## config.mk

```make
export PLATFORM = sky130hd
export DESIGN_NAME = rx_rm_sequencer
export DESIGN_NICKNAME = d
export VERILOG_FILES = /design/src/rtl/rx_rm_pkg.sv /design/src/rtl/rx_rm_wrap_counter.sv /design/src/rtl/rx_rm_sequencer.sv
export SDC_FILE = /design/constraint.sdc
export NUM_CORES = 1
export LEC_CHECK = 0
export ABC_AREA = 1
export ABC_CLOCK_PERIOD_IN_PS = 1350
export CAP_MARGIN = 10
export CORE_MARGIN = 2
export CORE_UTILIZATION = 44
export DETAILED_ROUTE_END_ITERATION = 7
export PLACE_DENSITY = 0.69
export SETUP_SLACK_MARGIN = 0.1
export SYNTH_ARGS = -nofsm -noshare
export SYNTH_HDL_FRONTEND = slang
export SYNTH_SLANG_ARGS = --single-unit
```

## constraint.sdc

```tcl
create_clock -name i_clk -period 1.35 [get_ports i_clk]
set_clock_uncertainty 0.2 [all_clocks]
set_input_delay 0.2025 -clock i_clk [delete_from_list [all_inputs] [get_ports i_clk]]
set_output_delay 0.2025 -clock i_clk [all_outputs]
set_load 0.05 [all_outputs]
```

## src/rtl/rx_rm_pkg.sv

```systemverilog
// Shared types and default geometry for the receive-side resource demapper sequencer.
package rx_rm_pkg;

  typedef enum logic [1:0] {IDLE, WAIT, MAP} rm_state_t;

  typedef enum logic [1:0] {NULL_BIN, PILOT_BIN, DATA_BIN} bin_class_t;

  localparam int NSC_DEF           = 16;
  localparam int NSYM_DEF          = 14;
  localparam int PILOT_SPACING_DEF = 4;
  localparam int PILOT_OFFSET_DEF  = 1;

endpackage

```

## src/rtl/rx_rm_wrap_counter.sv

```systemverilog
// Modulo-(MAX+1) counter with synchronous clear and a combinational wrap flag.
module rx_rm_wrap_counter #(
  parameter int MAX = 15,
  parameter int W   = (MAX < 1) ? 1 : $clog2(MAX + 1)
) (
  input  logic         clk,
  input  logic         rst_n,
  input  logic         clr,
  input  logic         inc,
  output logic [W-1:0] count,
  output logic         wrap
);

  assign wrap = inc && (count == W'(MAX));

  always_ff @(posedge clk) begin
    if (!rst_n || clr) begin
      count <= '0;
    end else if (inc) begin
      count <= wrap ? '0 : count + 1'b1;
    end
  end

endmodule

```

## src/rtl/rx_rm_sequencer.sv

```systemverilog
// Frame-aware subcarrier/symbol sequencer: accepts FFT samples, classifies bins,
// and emits registered indices, class flags and symbol/frame-done strobes.
module rx_rm_sequencer
  import rx_rm_pkg::*;
#(
  parameter int NSC           = NSC_DEF,
  parameter int NSYM          = NSYM_DEF,
  parameter int PILOT_SPACING = PILOT_SPACING_DEF,
  parameter int PILOT_OFFSET  = PILOT_OFFSET_DEF,
  parameter int DC_NULL       = 1,
  localparam int SCW          = $clog2(NSC),
  localparam int SYW          = $clog2(NSYM)
) (
  input  logic           i_clk,
  input  logic           i_rst_n,
  input  logic           i_enable,
  input  logic           i_FFT_valid,
  input  logic           i_isc_valid,
  input  logic           i_valid,
  output logic [SCW-1:0] o_sc_index,
  output logic [SYW-1:0] o_sym_index,
  output logic           o_out_valid,
  output logic           o_is_pilot,
  output logic           o_is_data,
  output logic           o_symbol_done,
  output logic           o_frame_done,
  output logic           o_busy,
  output logic           o_overrun
);

  rm_state_t      r_state;
  rm_state_t      w_state_nxt;
  logic           r_frame_gap;
  logic [SCW-1:0] w_sc_cnt;
  logic [SYW-1:0] w_sym_cnt;
  logic           w_sc_wrap;
  logic           w_sym_wrap;
  logic           w_stage_ok;
  logic           w_accept;
  bin_class_t     w_class;

  logic [SCW-1:0] r_sc_index;
  logic [SYW-1:0] r_sym_index;
  logic           r_out_valid;
  logic           r_is_pilot;
  logic           r_is_data;
  logic           r_symbol_done;
  logic           r_frame_done;
  logic           r_overrun;

  function automatic bin_class_t classify(input logic [SCW-1:0] sc);
    if ((DC_NULL != 0) && (sc == '0)) begin
      return NULL_BIN;
    end else if ((sc & SCW'(PILOT_SPACING - 1)) == SCW'(PILOT_OFFSET)) begin
      return PILOT_BIN;
    end else begin
      return DATA_BIN;
    end
  endfunction

  assign w_stage_ok = i_FFT_valid && i_isc_valid;
  // WAIT may accept on entry, except in the single gap cycle right after a frame end.
  assign w_accept   = i_enable && i_valid && w_stage_ok &&
                      ((r_state == MAP) || ((r_state == WAIT) && !r_frame_gap));
  assign w_class    = classify(w_sc_cnt);

  rx_rm_wrap_counter #(.MAX(NSC - 1)) u_sc_cnt (
    .clk   (i_clk),
    .rst_n (i_rst_n),
    .clr   (!i_enable),
    .inc   (w_accept),
    .count (w_sc_cnt),
    .wrap  (w_sc_wrap)
  );

  rx_rm_wrap_counter #(.MAX(NSYM - 1)) u_sym_cnt (
    .clk   (i_clk),
    .rst_n (i_rst_n),
    .clr   (!i_enable),
    .inc   (w_sc_wrap),
    .count (w_sym_cnt),
    .wrap  (w_sym_wrap)
  );

  always_ff @(posedge i_clk) begin
    if (!i_rst_n) begin
      r_state <= IDLE;
    end else begin
      r_state <= w_state_nxt;
    end
  end

  always_comb begin
    w_state_nxt = r_state;
    if (!i_enable) begin
      w_state_nxt = IDLE;
    end else begin
      case (r_state)
        IDLE:    w_state_nxt = WAIT;
        WAIT:    if (w_stage_ok) w_state_nxt = MAP;
        MAP:     if (w_sym_wrap) w_state_nxt = WAIT;
        default: w_state_nxt = IDLE;
      endcase
    end
  end

  always_ff @(posedge i_clk) begin
    if (!i_rst_n || !i_enable) begin
      r_sc_index    <= '0;
      r_sym_index   <= '0;
      r_out_valid   <= 1'b0;
      r_is_pilot    <= 1'b0;
      r_is_data     <= 1'b0;
      r_symbol_done <= 1'b0;
      r_frame_done  <= 1'b0;
      r_overrun     <= 1'b0;
      r_frame_gap   <= 1'b0;
    end else begin
      r_out_valid   <= w_accept;
      r_is_pilot    <= w_accept && (w_class == PILOT_BIN);
      r_is_data     <= w_accept && (w_class == DATA_BIN);
      r_symbol_done <= w_sc_wrap;
      r_frame_done  <= w_sym_wrap;
      r_frame_gap   <= w_sym_wrap;
      if (w_accept) begin
        r_sc_index  <= w_sc_cnt;
        r_sym_index <= w_sym_cnt;
      end
      if (i_valid && !w_accept) begin
        r_overrun <= 1'b1;
      end
    end
  end

  assign o_sc_index    = r_sc_index;
  assign o_sym_index   = r_sym_index;
  assign o_out_valid   = r_out_valid;
  assign o_is_pilot    = r_is_pilot;
  assign o_is_data     = r_is_data;
  assign o_symbol_done = r_symbol_done;
  assign o_frame_done  = r_frame_done;
  assign o_overrun     = r_overrun;
  assign o_busy        = (r_state == MAP);

endmodule

```

==> results of run 1 <==
worst max-delay path: cells and delay by family, from the launching register on:
family	cells	cell delay (ns)
AOI/OAI and AO/OA	1	0.06
buffers and inverters	3	0.25
DFF	1	0.39
and+or+nand+nor	5	0.52
layout by cell type, fill, tap and decap left out, drive strengths merged:
cell           netlist  routed
a21oi               15      15
buf                  2      37
clkbuf               1       4
clkdlybuf4s50        0       1
clkinvlp             0       1
dfxtp               24      24
dlymetal6s2s         0       4
ha                   5       5
inv                 18      17
nand2               32      32
nand3                5       5
nand4                1       1
nor2                15      15
nor3                 3       3
nor4                 1       1
o21ai                9       9
layout make-up:
| class | count | area [um^2] |
|---|---|---|
| timing repair buffer | 42 | 540.5 |
| tap | 28 | 35.03 |
| sequential | 24 | 515.5 |
| clock buffer | 4 | 26.28 |
| fill | 131 | 410.4 |
| inverter | 18 | 73.82 |
| multi-input combinational | 86 | 610.6 |
kinds of logic (layout without fill, tap and decap cells):
group,Yosys count,count (layout)
simple gates,57,57
compound gates,24,24
flops,24,24
buf+inv,21,64
fa+ha+maj,5,5
cell usage after synthesis, drive strengths merged:
master  count  area (um^2)
nand2      32        135.1
dfxtp      24        480.5
inv        18        67.57
a21oi      15        75.07
nor2       15        87.58
o21ai       9        45.04
ha          5        62.56
nand3       5        25.02
nor3        3        15.01
buf         2        22.52
clkbuf      1        3.750
nand4       1        6.260
nor4        1        6.260
through the flow:
step                      instance area, um^2  hold WS [ns]  std cells  setup TNS [ns]  setup slack [ns]
after floorplan                          1077        0.1472        131               0           0.02405
after global placement                   1526        0.2899        188          -6.700           -0.3637
after detailed placement                 1526        0.2976        188          -7.695           -0.4154
after CTS                                1657        0.3100        198         -0.6924           -0.1008
after global routing                     1802       0.02232        202          -2.660           -0.2212
final                                    1802       0.02675        202          -1.101           -0.1575
registers in the layout, summed over array words and instances, names as in the netlist:
signal and cells:
u_sym_cnt.count 4, o_sc_index 4, o_sym_index 4, r_state 2
o_out_valid 1, o_is_pilot 1, o_overrun 1, o_frame_done 1
u_sc_cnt.count 4, o_symbol_done 1, o_is_data 1
timing repair:
item | 4_1_cts | 5_1_grt
setup endpoints to repair | 32 | 39
cloned | 0 | 0
buffers inserted | 6 | 4
pin swaps | 10 | 18
gates resized for setup | 28 | 33
per-layer routing:
layer  share of wire  up-vias
li1                -      502
met1            0.41      479
met2            0.52       32
met3           0.039       10
met4           0.021        0
met5               0        -
worst max path at each step:
stage / from / endpoint / slack [ns]
2_1_floorplan: o_frame_done / u_sym_cnt.count[3] / 0.02
3_3_place_gp: i_FFT_valid / u_sym_cnt.count[2] / -0.36
3_5_place_dp: i_FFT_valid / u_sym_cnt.count[2] / -0.42
4_1_cts: r_state[0] / o_busy / -0.10
5_1_grt: r_state[1] / u_sym_cnt.count[0] / -0.22
6_report: r_state[1] / u_sym_cnt.count[0] / -0.16
power by group:
| group | internal [mW] | switching, mW |
|---|---|---|
| clock | 0.116 | 0.217 |
| combinational | 0.0503 | 0.0625 |
| sequential | 0.706 | 0.00490 |
==> impl_metrics.ini, run 1 <==
[sta]
fin_crit_ns = 1.508
worst_pin_slew_ns = 0.3428
slew_viol_final = 0
setup_slack_ns = -0.1575
hold_violations = 0
rsz0062_at_grt = true
slew_headroom = 0.7712
fmax_ghz = 0.6633
setup_violations = 15
period_share = 1.117

[power]
power_mw = 1.156
p_leak_nw = 0.7560
irDropWorstVdd_v = 0.0005589
powerDensity_mw_per_mm2 = 641.7

[clocking]
cts_hold_buf = 0
numCtsBuffers = 3
clkTransAtPathRegs_ns = 0.13
clockBufferDepth = 2
insertion_delay_ns = 0.32
cts_root_buf = clkbuf_4
htreeDepth = 1
numClockSinks = 24
cts_tree = yes

[cells_and_area]
n_antenna_cell = 0
utilization = 0.8145
areaGrowthSynthToFinish_pct = 74.55
drive_above_1_share = 0.5747
nets = 186

[synth]
synth-simple-area-share = 0.2667
synthCells = 131
ys.warnings.count = 0
ys_ff_latch = 24
synth_compound_area_frac = 0.1164
ys_types = 19
syn_nets = 142
synthesis.area_mm2 = 0.001032
ys_seq_area_frac = 0.4655
synth_top_family_by_area = simple AND/OR/NAND/NOR gates
synthXorXnorAreaFrac = 0
syn_area_per_cell_um2 = 7.880
synthMuxAreaShare = 0
synth_fa_ha_area_frac = 0.06061

[global_route]
track_usage = 0.2182
use_met2 = 0.3938
antenna_found_initial = 0
grt_pass1_wl_mm = 4.381
groute.layer.met3.usage = 0.02286
first_global_vias = 1018
grt.overflow.total = 0
grt_max_degree = 14
use_met1 = 0.2604
busiest_layer = met2

[route]
drtAntennaViolNets = 0
drt_iter0_drc = 6
vias = 1023
via_per_inst = 5.064
post_drt_wl_per_cell_um = 14.16
wl_mm = 2.861
drc_errors = 0
firstDrtPassIters = 5

[setup_path]
r2r-end = u_sym_cnt.count[0]
crit_type = register to register
slowest_stage = dfxtp_4
worstPathArrival_ns = 1.53
critPathCaptureType = register
reg2reg_depth = 9
worstReg2RegStart = r_state[1]
cp_max_fo = 6
slowest_delay_ns = 0.39
critPathLaunchType = register
cp_cell_sequence = inv_2 -> nand3_4 -> nand2_4 -> nand2_8 -> nor2_4 -> buf_6 -> inv_2 -> nand2_2 -> a21oi_2
required_ns = 1.38
ff2ff_setup_slack_ns = -0.16
crit_path_frequent_cell = inv_2

[floorplan]
die_h_um = 52.44
die_area_mm2 = 0.002749
core_mm2 = 0.002212
initial_core_util = 0.4666
chipWidth_um = 52.44
fp-row-count = 17
pin_count = 21

[placement]
post-dp-hpwl_mm = 1.764
place_congestion = 0.7136
portBuffers = 20

[min_path]
hp-class = input pin to register
holdCritStartpoint = i_valid
whs_endpoint = o_overrun
worstHoldPathCells = 3

[run]
drv_cap = 0

[run_status]
violations = negative setup slack
outcome = finished, violations left
No activity file was read; power rests on OpenSTA's default activity.
==> run 2, diff against run 1 <==
--- a/config.mk
+++ b/config.mk
@@ -8,6 +8,7 @@
 export ABC_AREA = 1
 export ABC_CLOCK_PERIOD_IN_PS = 1350
 export CAP_MARGIN = 10
+export CORE_ASPECT_RATIO = 1.4
 export CORE_MARGIN = 2
 export CORE_UTILIZATION = 44
 export DETAILED_ROUTE_END_ITERATION = 7
==> impl_metrics.ini, run 2 (synthesized netlist as in run 1, its figures left out) <==
[power]
p_sw_frac = 0.2448
p_int_mw = 0.9308
comb_power_share = 0.111
irDropWorstVdd_v = 0.0007073
p_leak_nw = 0.8198
p_switching_mw = 0.3017
clock_power_share = 0.317
power.sequential.fraction = 0.572
powerDensity_mw_per_mm2 = 607.6

[setup_path]
cp_max_fo = 2
critPathLaunchType = register
critPathCaptureType = output pin
worstPathArrival_ns = 1.16
crit_type = register to output pin
required_ns = 0.95

[sta]
period_share = 1.155
fmax_ghz = 0.6414
worst_pin_slew_ns = 0.2227
setup_violations = 26
setup_tns_ns = -2.948
slew_viol_final = 0
rsz0062_at_grt = true
hold_violations = 0
setup_slack_ns = -0.2091
slew_headroom = 0.8507
fin_crit_ns = 1.559

[route]
wl_mm = 3.591
drtAntennaViolNets = 0
drt_iter0_drc = 22
firstDrtPassIters = 4
vias = 1114
drc_errors = 0
via_per_inst = 5.382
post_drt_wl_per_cell_um = 17.35

[floorplan]
chipWidth_um = 44.94
die_h_um = 61.31
pin_count = 21
initial_core_util = 0.4688
core_mm2 = 0.002202
fp-row-count = 20
die_area_mm2 = 0.002755

[cells_and_area]
nets = 197
fillers = 76
final_cell_mix = nand2_1 (20), buf_4 (20), buf_12 (18), dfxtp_2 (13), a21oi_2 (12)
areaGrowthSynthToFinish_pct = 96.49
stdcell_count = 207
n_antenna_cell = 0
drive_above_1_share = 0.6703

[run]
drv_cap = 0

[clocking]
cts_tree = yes
htreeDepth = 1
numCtsBuffers = 3
clockBufferDepth = 2
numClockSinks = 24
clkTransAtPathRegs_ns = 0.13
cts_root_buf = clkbuf_4
insertion_delay_ns = 0.32

[run_status]
outcome = finished, violations left
violations = negative setup slack

[placement]
place_congestion = 0.7746
portBuffers = 20
post-dp-hpwl_mm = 1.695
dp_cells = 184

[global_route]
first_global_vias = 1075
track_usage = 0.2226
grt.overflow.total = 0
antenna_found_initial = 0
grt_max_degree = 14
grt_pass1_wl_mm = 4.540

[min_path]
hp-class = input pin to register
-- run 2: cell types whose count changed in the layout (fill, tap and decap cells not counted), moves of 3 or more --
| cell | before | now |
|---|---|---|
| o21ai_1 | 5 | 2 |
| o21ai_2 | 2 | 6 |
| dfxtp_2 | 16 | 13 |
| dlymetal6s2s_1 | 4 | 1 |
| a21oi_2 | 4 | 12 |
| buf_6 | 4 | 7 |
| clkdlybuf4s50_1 | 1 | 4 |
| dfxtp_4 | 4 | 7 |
| buf_12 | 15 | 18 |
| a21oi_1 | 10 | 3 |
-- run 2: area by class of cell --
class	instances	area (um^2)	share of cell area
multi-input cells	87	694.4	0.3424
repair buffers	51	651.9	0.3214
flip-flops and latches	24	523.0	0.2579
inverters	18	78.83	0.03886
clock buffers	4	36.28	0.01789
well taps	22	27.53	0.01357
repair inverters	1	16.27	0.008020
-- run 2: routing by layer --
| metal | share of wire | global-route usage |
|---|---|---|
| met5 | 0 | 0 |
| met4 | 0.040 | 0.07563 |
| met3 | 0.049 | 0.02639 |
| met2 | 0.55 | 0.4306 |
| met1 | 0.36 | 0.2431 |
-- run 2: through the flow --
step	total power, mW	util	hold slack, ns	setup WS [ns]	area, um^2
floorplan	0.7722	-	0.1472	0.02405	1077
global placement	0.8191	0.7023	0.2926	-0.3666	1546
detailed placement	0.8205	0.7023	0.2959	-0.4115	1546
CTS	1.224	0.8352	0.2915	-0.1769	1839
global route	1.271	0.9210	0.08406	-0.2552	2028
finish	1.232	0.9210	0.06524	-0.2091	2028
-- run 2: repair_timing --
item | CTS | global route
buffers inserted | 10 | 7
hold buffers | 0 | 1
cloned | 2 | 0
endpoints found under the hold margin | 0 | 1
gates resized for setup | 52 | 38
endpoints found under the setup margin | 36 | 39
pin swaps | 18 | 13
-- run 2: worst max-delay path, cell delays in order, from the launching register on --
cell and delay, ns:
dfxtp_2 0.37, inv_2 0.05, nand2_2 0.07, buf_6 0.10, clkinvlp_4 0.09, buf_12 0.16
-- run 2: path summary, 6_finish.rpt --
kind	startpoint	endpoint	slack (ns)	cells past startpoint
setup / recovery	r_state[0]	o_busy	-0.21	5
setup reg to reg	r_state[0]	o_overrun	-0.14	8
hold reg to reg	o_sc_index[0]	o_sc_index[0]	0.31	2
hold / removal	i_isc_valid	r_state[0]	0.07	4
-- run 2: power by group through the flow --
stage | combinational [mW] | sequential [mW] | clock, mW
6_report | 0.136 | 0.705 | 0.391
5_1_grt | 0.144 | 0.706 | 0.421
4_1_cts | 0.118 | 0.714 | 0.393
3_5_place_dp | 0.0911 | 0.729 | 0
3_3_place_gp | 0.0899 | 0.729 | 0
2_1_floorplan | 0.0362 | 0.736 | 0
